## src/rtl/core_run_ctrl_if.sv

```systemverilog
// Run-control bus between the SMP controller / core pipeline and core_run_ctrl.
// master = controller + core side, slave = core_run_ctrl.
interface core_run_ctrl_if #(
  parameter int unsigned NUM_BKPT = 4
) ();
  localparam int unsigned IdxW = (NUM_BKPT > 1) ? $clog2(NUM_BKPT) : 1;

  logic            halt;
  logic            step;
  logic            cpu_alive;
  logic            cpu_halted;
  logic            breakpoint;
  logic            issue_valid;
  logic [31:0]     issue_pc;
  logic            issue_stall;
  logic            core_idle;
  logic            bkpt_write;
  logic [IdxW-1:0] bkpt_index;
  logic [29:0]     bkpt_addr;
  logic            bkpt_enable;

  modport master (
    output halt, step, issue_valid, issue_pc, core_idle,
           bkpt_write, bkpt_index, bkpt_addr, bkpt_enable,
    input  cpu_alive, cpu_halted, breakpoint, issue_stall
  );

  modport slave (
    input  halt, step, issue_valid, issue_pc, core_idle,
           bkpt_write, bkpt_index, bkpt_addr, bkpt_enable,
    output cpu_alive, cpu_halted, breakpoint, issue_stall
  );
endinterface

```

## src/rtl/core_run_ctrl.sv

```systemverilog
// Per-core run control: halt/drain/step sequencing with issue gating and PC breakpoints.
// PC breakpoint comparators are present only when CORE_RUN_CTRL_BKPT_EN is defined.
module core_run_ctrl #(
  parameter int unsigned NUM_BKPT     = 4,
  parameter bit          START_HALTED = 1'b0
) (
  input logic            clk,
  input logic            rst,
  core_run_ctrl_if.slave bus
);
  localparam int unsigned IdxW = (NUM_BKPT > 1) ? $clog2(NUM_BKPT) : 1;

  typedef enum logic [1:0] {StRunning, StDraining, StHalted, StStepping} state_e;

  state_e r_state, w_state_nxt;
  logic   r_alive, r_halted, r_bkpt, r_skip, r_stepped;
  logic   w_halted_nxt, w_bkpt_nxt, w_skip_nxt, w_stepped_nxt;
  logic   w_stall, w_fire, w_hit;
  logic   w_unused_bkpt;

`ifdef CORE_RUN_CTRL_BKPT_EN
  logic [29:0]         r_slot_addr [NUM_BKPT];
  logic [NUM_BKPT-1:0] r_slot_en;
  logic [NUM_BKPT-1:0] w_slot_match;

  always_ff @(posedge clk or posedge rst) begin
    if (rst) begin
      for (int i = 0; i < NUM_BKPT; i++) r_slot_addr[i] <= '0;
      r_slot_en <= '0;
    end else if (bus.bkpt_write) begin
      // Out-of-range indices match no slot and are dropped.
      for (int i = 0; i < NUM_BKPT; i++) begin
        if (bus.bkpt_index == IdxW'(i)) begin
          r_slot_addr[i] <= bus.bkpt_addr;
          r_slot_en[i]   <= bus.bkpt_enable;
        end
      end
    end
  end

  always_comb begin
    w_slot_match = '0;
    for (int i = 0; i < NUM_BKPT; i++) begin
      w_slot_match[i] = r_slot_en[i] && (r_slot_addr[i] == bus.issue_pc[31:2]);
    end
  end

  assign w_hit          = bus.issue_valid && (|w_slot_match) && !r_skip;
  assign bus.breakpoint = r_bkpt;
  assign w_unused_bkpt  = ^bus.issue_pc[1:0];
`else
  assign w_hit          = 1'b0;
  assign bus.breakpoint = 1'b0;
  assign w_unused_bkpt  = ^{bus.issue_pc, bus.bkpt_write, bus.bkpt_index, bus.bkpt_addr,
                            bus.bkpt_enable, r_bkpt};
`endif

  always_comb begin
    w_state_nxt   = r_state;
    w_halted_nxt  = r_halted;
    w_bkpt_nxt    = r_bkpt;
    w_skip_nxt    = r_skip;
    w_stepped_nxt = r_stepped;
    w_stall       = 1'b1;
    unique case (r_state)
      StRunning: begin
        w_stall = w_hit;
        if (bus.halt || w_hit) begin
          w_state_nxt = StDraining;
          w_skip_nxt  = 1'b0;
          if (w_hit) w_bkpt_nxt = 1'b1;
        end
      end
      StDraining: begin
        if (bus.core_idle) begin
          w_state_nxt  = StHalted;
          w_halted_nxt = 1'b1;
        end
      end
      StHalted: begin
        if (bus.step) begin
          w_state_nxt   = StStepping;
          w_halted_nxt  = 1'b0;
          w_bkpt_nxt    = 1'b0;
          w_stepped_nxt = 1'b0;
        end else if (!bus.halt) begin
          // Let the breakpointed instruction through once on resume.
          w_state_nxt  = StRunning;
          w_halted_nxt = 1'b0;
          w_bkpt_nxt   = 1'b0;
          w_skip_nxt   = r_bkpt;
        end
      end
      StStepping: begin
        w_stall = r_stepped;
        if (r_stepped && bus.core_idle) begin
          w_state_nxt  = StHalted;
          w_halted_nxt = 1'b1;
        end
      end
      default: w_state_nxt = StHalted;
    endcase

    w_fire = bus.issue_valid && !w_stall;
    if (w_fire) begin
      w_skip_nxt    = 1'b0;
      w_stepped_nxt = 1'b1;
    end
  end

  always_ff @(posedge clk or posedge rst) begin
    if (rst) begin
      r_state   <= START_HALTED ? StHalted : StRunning;
      r_alive   <= 1'b0;
      r_halted  <= START_HALTED;
      r_bkpt    <= 1'b0;
      r_skip    <= 1'b0;
      r_stepped <= 1'b0;
    end else begin
      r_state   <= w_state_nxt;
      r_alive   <= r_alive | w_fire;
      r_halted  <= w_halted_nxt;
      r_bkpt    <= w_bkpt_nxt;
      r_skip    <= w_skip_nxt;
      r_stepped <= w_stepped_nxt;
    end
  end

  assign bus.issue_stall = w_stall;
  assign bus.cpu_alive   = r_alive;
  assign bus.cpu_halted  = r_halted;
endmodule

```

## src/flat_wrapper.sv

```systemverilog
// flat-port wrapper written by rule: the top's interface ports become plain ports
module core_run_ctrl_flat 
#(
  parameter int unsigned NUM_BKPT     = 4,
  parameter bit          START_HALTED = 1'b0
)
  (clk, rst, bus_halt, bus_step, bus_issue_valid, bus_issue_pc, bus_core_idle, bus_bkpt_write, bus_bkpt_index, bus_bkpt_addr, bus_bkpt_enable, bus_cpu_alive, bus_cpu_halted, bus_breakpoint, bus_issue_stall);
  core_run_ctrl_if #(.NUM_BKPT(NUM_BKPT)) bus_i ();
  input logic clk;
  input logic rst;
  input wire logic [$bits(bus_i.halt)-1:0] bus_halt;
  input wire logic [$bits(bus_i.step)-1:0] bus_step;
  input wire logic [$bits(bus_i.issue_valid)-1:0] bus_issue_valid;
  input wire logic [$bits(bus_i.issue_pc)-1:0] bus_issue_pc;
  input wire logic [$bits(bus_i.core_idle)-1:0] bus_core_idle;
  input wire logic [$bits(bus_i.bkpt_write)-1:0] bus_bkpt_write;
  input wire logic [$bits(bus_i.bkpt_index)-1:0] bus_bkpt_index;
  input wire logic [$bits(bus_i.bkpt_addr)-1:0] bus_bkpt_addr;
  input wire logic [$bits(bus_i.bkpt_enable)-1:0] bus_bkpt_enable;
  output wire logic [$bits(bus_i.cpu_alive)-1:0] bus_cpu_alive;
  output wire logic [$bits(bus_i.cpu_halted)-1:0] bus_cpu_halted;
  output wire logic [$bits(bus_i.breakpoint)-1:0] bus_breakpoint;
  output wire logic [$bits(bus_i.issue_stall)-1:0] bus_issue_stall;
  assign bus_i.halt = bus_halt;
  assign bus_i.step = bus_step;
  assign bus_i.issue_valid = bus_issue_valid;
  assign bus_i.issue_pc = bus_issue_pc;
  assign bus_i.core_idle = bus_core_idle;
  assign bus_i.bkpt_write = bus_bkpt_write;
  assign bus_i.bkpt_index = bus_bkpt_index;
  assign bus_i.bkpt_addr = bus_bkpt_addr;
  assign bus_i.bkpt_enable = bus_bkpt_enable;
  assign bus_cpu_alive = bus_i.cpu_alive;
  assign bus_cpu_halted = bus_i.cpu_halted;
  assign bus_breakpoint = bus_i.breakpoint;
  assign bus_issue_stall = bus_i.issue_stall;
  core_run_ctrl #(.NUM_BKPT(NUM_BKPT), .START_HALTED(START_HALTED)) u_core (.clk(clk), .rst(rst), .bus(bus_i));
endmodule
```

## config.mk

```make
export PLATFORM = sky130hd
export DESIGN_NAME = core_run_ctrl_flat
export DESIGN_NICKNAME = d
export VERILOG_FILES = /design/src/rtl/core_run_ctrl_if.sv /design/src/rtl/core_run_ctrl.sv /design/src/flat_wrapper.sv
export SDC_FILE = /design/constraint.sdc
export NUM_CORES = 1
export LEC_CHECK = 0
export ABC_AREA = 1
export BUFFER_PORTS_ARGS = -buffer_cell sky130_fd_sc_hd__buf_2
export CORE_MARGIN = 4
export CORE_UTILIZATION = 20
export DETAILED_ROUTE_END_ITERATION = 8
export PLACE_DENSITY = 0.78
export SLEW_MARGIN = 40
export SYNTH_ARGS = -nofsm -noshare
export SYNTH_HDL_FRONTEND = slang
export SYNTH_SLANG_ARGS = --single-unit
```

## constraint.sdc

```tcl
create_clock -name clk -period 1.4 [get_ports clk]
set_clock_uncertainty 0.05 [all_clocks]
set_input_delay 0.28 -clock clk [delete_from_list [all_inputs] [get_ports clk]]
set_output_delay 0.28 -clock clk [all_outputs]
set_load 0.02 [all_outputs]
```

==> flow_metrics.tcl, run 1 <==
set metrics [dict create \
    status "finished, violations left" \
    violations "setup timing" \
    dpl_cell_area_um2 358 \
    synth-seq-cells 5 \
    drive_gt1_frac 0.397 \
    drc 0 \
    r2r-start "u_core.r_state[1]" \
    ctsLongestPathBuffers 2 \
    cts.clk_slew.worst_paths_ns 0.04 \
    fin_ws_ns -0.00531 \
    worstSetupEndpointType "output port" \
    crit_type "reg2out" \
    num-fill-cells 165 \
    grt_pass1_vias 319 \
    final_util 0.317 \
    syn_inst 44 \
    hold_path_end "u_core.r_stepped" \
    numCtsBuffers 3 \
    hold_viol 0 \
    whs_path_depth 3 \
    synthTopCellsByArea "dfrtp_1, nand2_1, inv_1, nand2_2, o21ai_0" \
    overflow 0 \
    synth_cell_types 15 \
    hpwl_um 549 \
    period_share 1.00 \
    initial_utilization 0.224 \
    drt_first_pass_iters 4 \
    setup_viol 1 \
    ctsHtreeMaxLevel 1 \
    syn_to_final_growth_pct 41.2 \
    finalInstanceArea_um2 433 \
    power.total_mw 0.965 \
    antenna_found_initial 0 \
    grt_pass1_wl_mm 1.20 \
    worstHoldStart "bus_issue_valid" \
    die_h_um 47.2 \
    drv_slew 0 \
    max_freq_mhz 712 \
    drt_iter0_markers 2 \
    cp.required_ns 1.07 \
    io_buffer_count 8 \
    syn_avg_cell_area_um2 6.97 \
    drv_cap 0 \
    ys_seq_area_frac 0.408 \
    clock_latency_ns 0.24 \
    wire_per_inst_um 8.89 \
    die_area_um2 2220 \
    globalplace.congestion 0.814 \
    reg2reg_slack_ns 0.17 \
    powerDensity_nw_per_um2 2230 \
    synthesis.nets 116 \
    synthDominantCellAreaShare 0.408 \
    mappedNetlistArea_um2 307 \
    rsz0062_at_grt "true" \
    cts_tree "done" \
    whs_ns 0.211 \
    critPathArrivalTime_ns 1.08 \
    die_w_um 47.2 \
    grt_max_degree 7 \
    postRouteAntennaNets 0 \
    reg2reg_depth 7 \
    crit_path_start_kind "flip-flop" \
    rows 13 \
    ys_warn_count 0 \
    clkSinkCount 5 \
    reg2reg_to "u_core.r_state[0]" \
    min_period_ns 1.41 \
    worstPathMaxFanout 3 \
    routed_wirelength_um 649 \
    root_buffer "clkbuf_4" \
    fin_nets 131 \
    grt_usage 0.0794 \
    power.leakage_nw 0.229 \
    yosys.area.top_type "dfrtp_1" \
    hold_class "in2reg" \
    coreArea_um2 1370 \
    vias 296 \
    io-pin-count 76 \
    ir_drop_mv 0.654 \
    num_antenna_cells 0 \
    viasPerCell 4.05 \
]
## placed cells by master (no fill, tap or decap), types with 2 or more instances in the layout
cell type  count
clkbuf_4       3
buf_2          7
dfrtp_1        4
buf_4          2
inv_1          6
nor2_2         2
nand2_1       10
inv_2          2
o21ai_0        3
a21oi_1        2
nand2_2        4
nor2_1         3
## kinds of logic (layout without fill, tap and decap cells)
group,count (synthesis),in the layout,share of synthesized area
AND/OR/NAND/NOR,20,20,0.290
buffers and inverters,10,24,0.135
AO/OA/AOI/OAI,8,8,0.155
flip-flops,5,5,0.408
other,1,1,0.0122
## worst max-delay path by stage
stage / start / end / slack (ns) / cells past startpoint
3_5_place_dp: u_core.r_state[0] / bus_issue_stall / 0.12 / 4
4_1_cts: u_core.r_state[1] / bus_issue_stall / -0.005 / 4
5_1_grt: u_core.r_state[0] / bus_issue_stall / -0.06 / 4
2_1_floorplan: u_core.r_state[0] / bus_issue_stall / 0.27 / 3
6_report: u_core.r_state[0] / bus_issue_stall / -0.005 / 4
3_3_place_gp: u_core.r_state[0] / bus_issue_stall / 0.16 / 4
## worst max-delay path, cell delays in order, from the launching register on
cell,delay [ns]
dfrtp_2,0.42
nor2_2,0.12
o21bai_4,0.13
inv_2,0.04
buf_6,0.12
## state kept, by name, summed over array words and instances, names as in the netlist
name	count
u_core.r_state	2
u_core.bus.cpu_halted	1
u_core.r_stepped	1
u_core.bus.cpu_alive	1
## synthesized netlist by cell type, drive strengths merged
library cell / number
o21bai: 2
o211ai: 1
a21oi: 2
nor2: 5
conb: 1
buf: 1
nand3b: 1
clkinv: 1
nand2: 14
o21ai: 3
inv: 8
dfrtp: 5
## timing repair
item / in CTS / in global routing
buffers inserted: 2 / 0
setup endpoints to repair: 1 / 1
gates resized for setup: 7 / 1
hold buffers: 1 / 0
endpoints found under the hold margin: 5 / 0
pin swaps: 1 / 1
## where the power goes
part	internal (mW)	switching, mW
Clock	0.108	0.0558
Sequential	0.209	0.0619
Combinational	0.240	0.291
## per-layer routing
metal,GRT usage,wire length (um),share of wire,up-vias
met4,0.0442,0,0,0
met5,0,0,0,-
met1,0.0783,252,0.39,129
li1,-,-,-,157
met2,0.127,327,0.50,10
met3,0.0498,69,0.11,0
## area by class of cell
class | count | area (um2) | area share
clock buffers | 4 | 26.3 | 0.0607
repair buffers | 11 | 71.3 | 0.165
inverters | 9 | 33.8 | 0.0780
well taps | 15 | 18.8 | 0.0434
flip-flops and latches | 5 | 126 | 0.292
multi-input cells | 29 | 156 | 0.361
## per-stage QoR
stage	setup WS, ns	setup TNS (ns)	std cells
finish	-0.00531	-0.00531	73
global route	-0.0559	-0.0559	73
CTS	-0.00491	-0.00491	73
detailed placement	0.120	0	66
global placement	0.161	0	66
floorplan	0.275	0	44
(Power assumes the default switching activity.)
==> inputs of run 2 (changes only) <==
--- a/config.mk
+++ b/config.mk
@@ -5,12 +5,12 @@
 export SDC_FILE = /design/constraint.sdc
 export NUM_CORES = 1
 export LEC_CHECK = 0
-export ABC_AREA = 1
+export ABC_AREA = 0
 export BUFFER_PORTS_ARGS = -buffer_cell sky130_fd_sc_hd__buf_2
 export CORE_MARGIN = 4
-export CORE_UTILIZATION = 20
+export CORE_UTILIZATION = 18
 export DETAILED_ROUTE_END_ITERATION = 8
-export PLACE_DENSITY = 0.78
+export PLACE_DENSITY = 0.79
 export SLEW_MARGIN = 40
 export SYNTH_ARGS = -nofsm -noshare
 export SYNTH_HDL_FRONTEND = slang
==> run 2 against run 1 <==
The flow still finishes with violations (setup timing); combinational power fell by 29%; highest routed layer unchanged; wire length decreased by 21%; largest power group unchanged; setup slack got worse by 0.032 ns.
==> flow_metrics.tcl, run 2 <==
set metrics [dict create \
    antenna_found_initial 0 \
    async_reset_ff_frac 1.00 \
    fin_cells 57 \
    numCtsBuffers 3 \
    cts.clk_slew.worst_paths_ns 0.04 \
    layout_common_cells "buf_2, dfrtp_1" \
    viasPerCell 3.98 \
    num_antenna_cells 0 \
    dpl_cell_area_um2 308 \
    place_ws_ns 0.130 \
    worstPathCellList "nor2b_4, a21o_1, buf_6" \
    power.leakage_nw 0.183 \
    mappedNetlistArea_um2 256 \
    die_area_um2 2090 \
    drt_first_pass_iters 2 \
    slowest_stage "dfrtp_2" \
    final_util 0.293 \
    reg2reg_slack_ns 0.31 \
    routed_wirelength_um 514 \
    drt_iter0_markers 2 \
    min_period_ns 1.44 \
    dpl.cell_count 49 \
    path_buf_inv 1 \
    whs_ns 0.244 \
    drc 0 \
    cts_tree "done" \
    drv_slew 0 \
    rows 13 \
    vias 227 \
    max_freq_mhz 696 \
    root_buffer "clkbuf_4" \
    postRouteAntennaNets 0 \
    die_h_um 45.8 \
    syn_to_final_growth_pct 50.7 \
    cp_top_family "flip-flops" \
    grt_pass1_wl_um 897 \
    finalInstanceArea_um2 387 \
    ys.flop_type "dfrtp_1" \
    ctsLongestPathBuffers 2 \
    ctsHtreeMaxLevel 1 \
    grt_usage 0.0637 \
    synth_common_cells "dfrtp_1, nand2b_1, a21oi_1" \
    hold_viol 0 \
    synth_edf_count 0 \
    crit_type "reg2out" \
    rsz0062_at_grt "true" \
    syn_avg_cell_area_um2 9.50 \
    final_common_cell "buf_2" \
    cp.required_ns 1.07 \
    violations "setup timing" \
    worstPathMaxFanout 4 \
    overflow 0 \
    fin_ws_ns -0.0374 \
    hpwl_um 428 \
    grt_max_degree 8 \
    powerDensity_nw_per_um2 2060 \
    slowest_delay_ns 0.43 \
    io_buffer_count 8 \
    hold_class "in2reg" \
    synthDominantCellAreaShare 0.488 \
    drv_cap 0 \
    synth_cell_types 16 \
    globalplace.congestion 0.700 \
    crit_path_start_kind "flip-flop" \
    top_register "u_core.r_state" \
    coreArea_um2 1320 \
    largest_reg_flops 2 \
    status "finished, violations left" \
    die_w_um 45.8 \
    synthesis.nets 99 \
    syn_inst 27 \
    yosys.area.top_type "dfrtp_1" \
    setup_viol 1 \
    yosysMostFrequentCell "dfrtp_1" \
    synth-seq-cells 5 \
    clkSinkCount 5 \
    clock_latency_ns 0.23 \
    fin_nets 115 \
    worstSetupEndpointType "output port" \
    grt_pass1_vias 253 \
    period_share 1.03 \
    drive_gt1_frac 0.429 \
    io-pin-count 76 \
    synthTopCellsByArea "dfrtp_1, nand2b_1, a21oi_1, a211oi_1, o21bai_2" \
    critPathArrivalTime_ns 1.11 \
    ys_seq_area_frac 0.488 \
    wire_per_inst_um 9.02 \
    initial_utilization 0.195 \
    ir_drop_mv 0.500 \
    ys_warn_count 0 \
]
[run 2: cell count changes after synthesis, moves of 2 or more]
| cell | change |
|---|---|
| o21bai_1 | -2 |
| nand2b_1 | +4 |
| nor2_1 | -3 |
| inv_1 | -5 |
| a211oi_1 | +2 |
| o21ai_0 | -2 |
| nand2_2 | -3 |
| nand2_1 | -10 |
[run 2: worst register-to-register path, delay by kind of cell, from the launching register on]
family / cells / cell delay, ns
flip-flops: 1 / 0.43
AO/OA/AOI/OAI: 2 / 0.28
AND/OR/NAND/NOR: 1 / 0.14
buffers and inverters: 1 / 0.13
[run 2: stage by stage]
stage,setup TNS (ns),power [mW]
after CTS,-0.0545,0.810
final,-0.0374,0.797
after detailed placement,0,0.512
after global placement,0,0.501
after global routing,-0.0838,0.863
after floorplan,0,0.434
[run 2: worst paths after layout]
path	endpoint	start	depth (start not counted)
hold reg to reg	u_core.bus.cpu_alive	u_core.bus.cpu_alive	1
setup / recovery	bus_issue_stall	u_core.r_state[1]	3
max in group asynchronous	u_core.r_state[1]	rst	3
hold / removal	u_core.r_state[0]	bus_core_idle	2
setup reg to reg	u_core.bus.cpu_alive	u_core.r_state[1]	4
min in group asynchronous	u_core.r_state[0]	rst	3
[run 2: power breakdown]
| group | internal, mW | switching [mW] | leakage [nW] |
|---|---|---|---|
| combinational | 0.210 | 0.167 | 0.116 |
| clock | 0.107 | 0.0499 | 0.0150 |
| sequential | 0.198 | 0.0643 | 0.0525 |
[run 2: cell type report]
cell class                 instances  area, um2
fill                             138        931
multi-input combinational         19        129
sequential                         5        126
timing repair buffer              12       78.8
clock buffer                       4       26.3
tap                               15       18.8
inverter                           2       7.51
[run 2: cells by family after synthesis]
logic type / Yosys count / synth area share
and+or+nand+nor: 8 / 0.185
buffers and inverters: 3 / 0.0586
AOI/OAI and AO/OA: 10 / 0.254
other: 1 / 0.0146
DFF: 5 / 0.488
[run 2: what timing repair did]
item / 4_1_cts / 5_1_grt
setup endpoints to repair: 1 / 1
resized for setup: 4 / 1
hold buffers: 1 / 0
hold endpoints to repair: 5 / 0
setup buffers: 3 / 0
[run 2: metal layers]
layer,track usage,share of wire
met1,0.0576,0.39
met2,0.100,0.53
met3,0.0277,0.084
met4,0.0682,0
met5,0,0
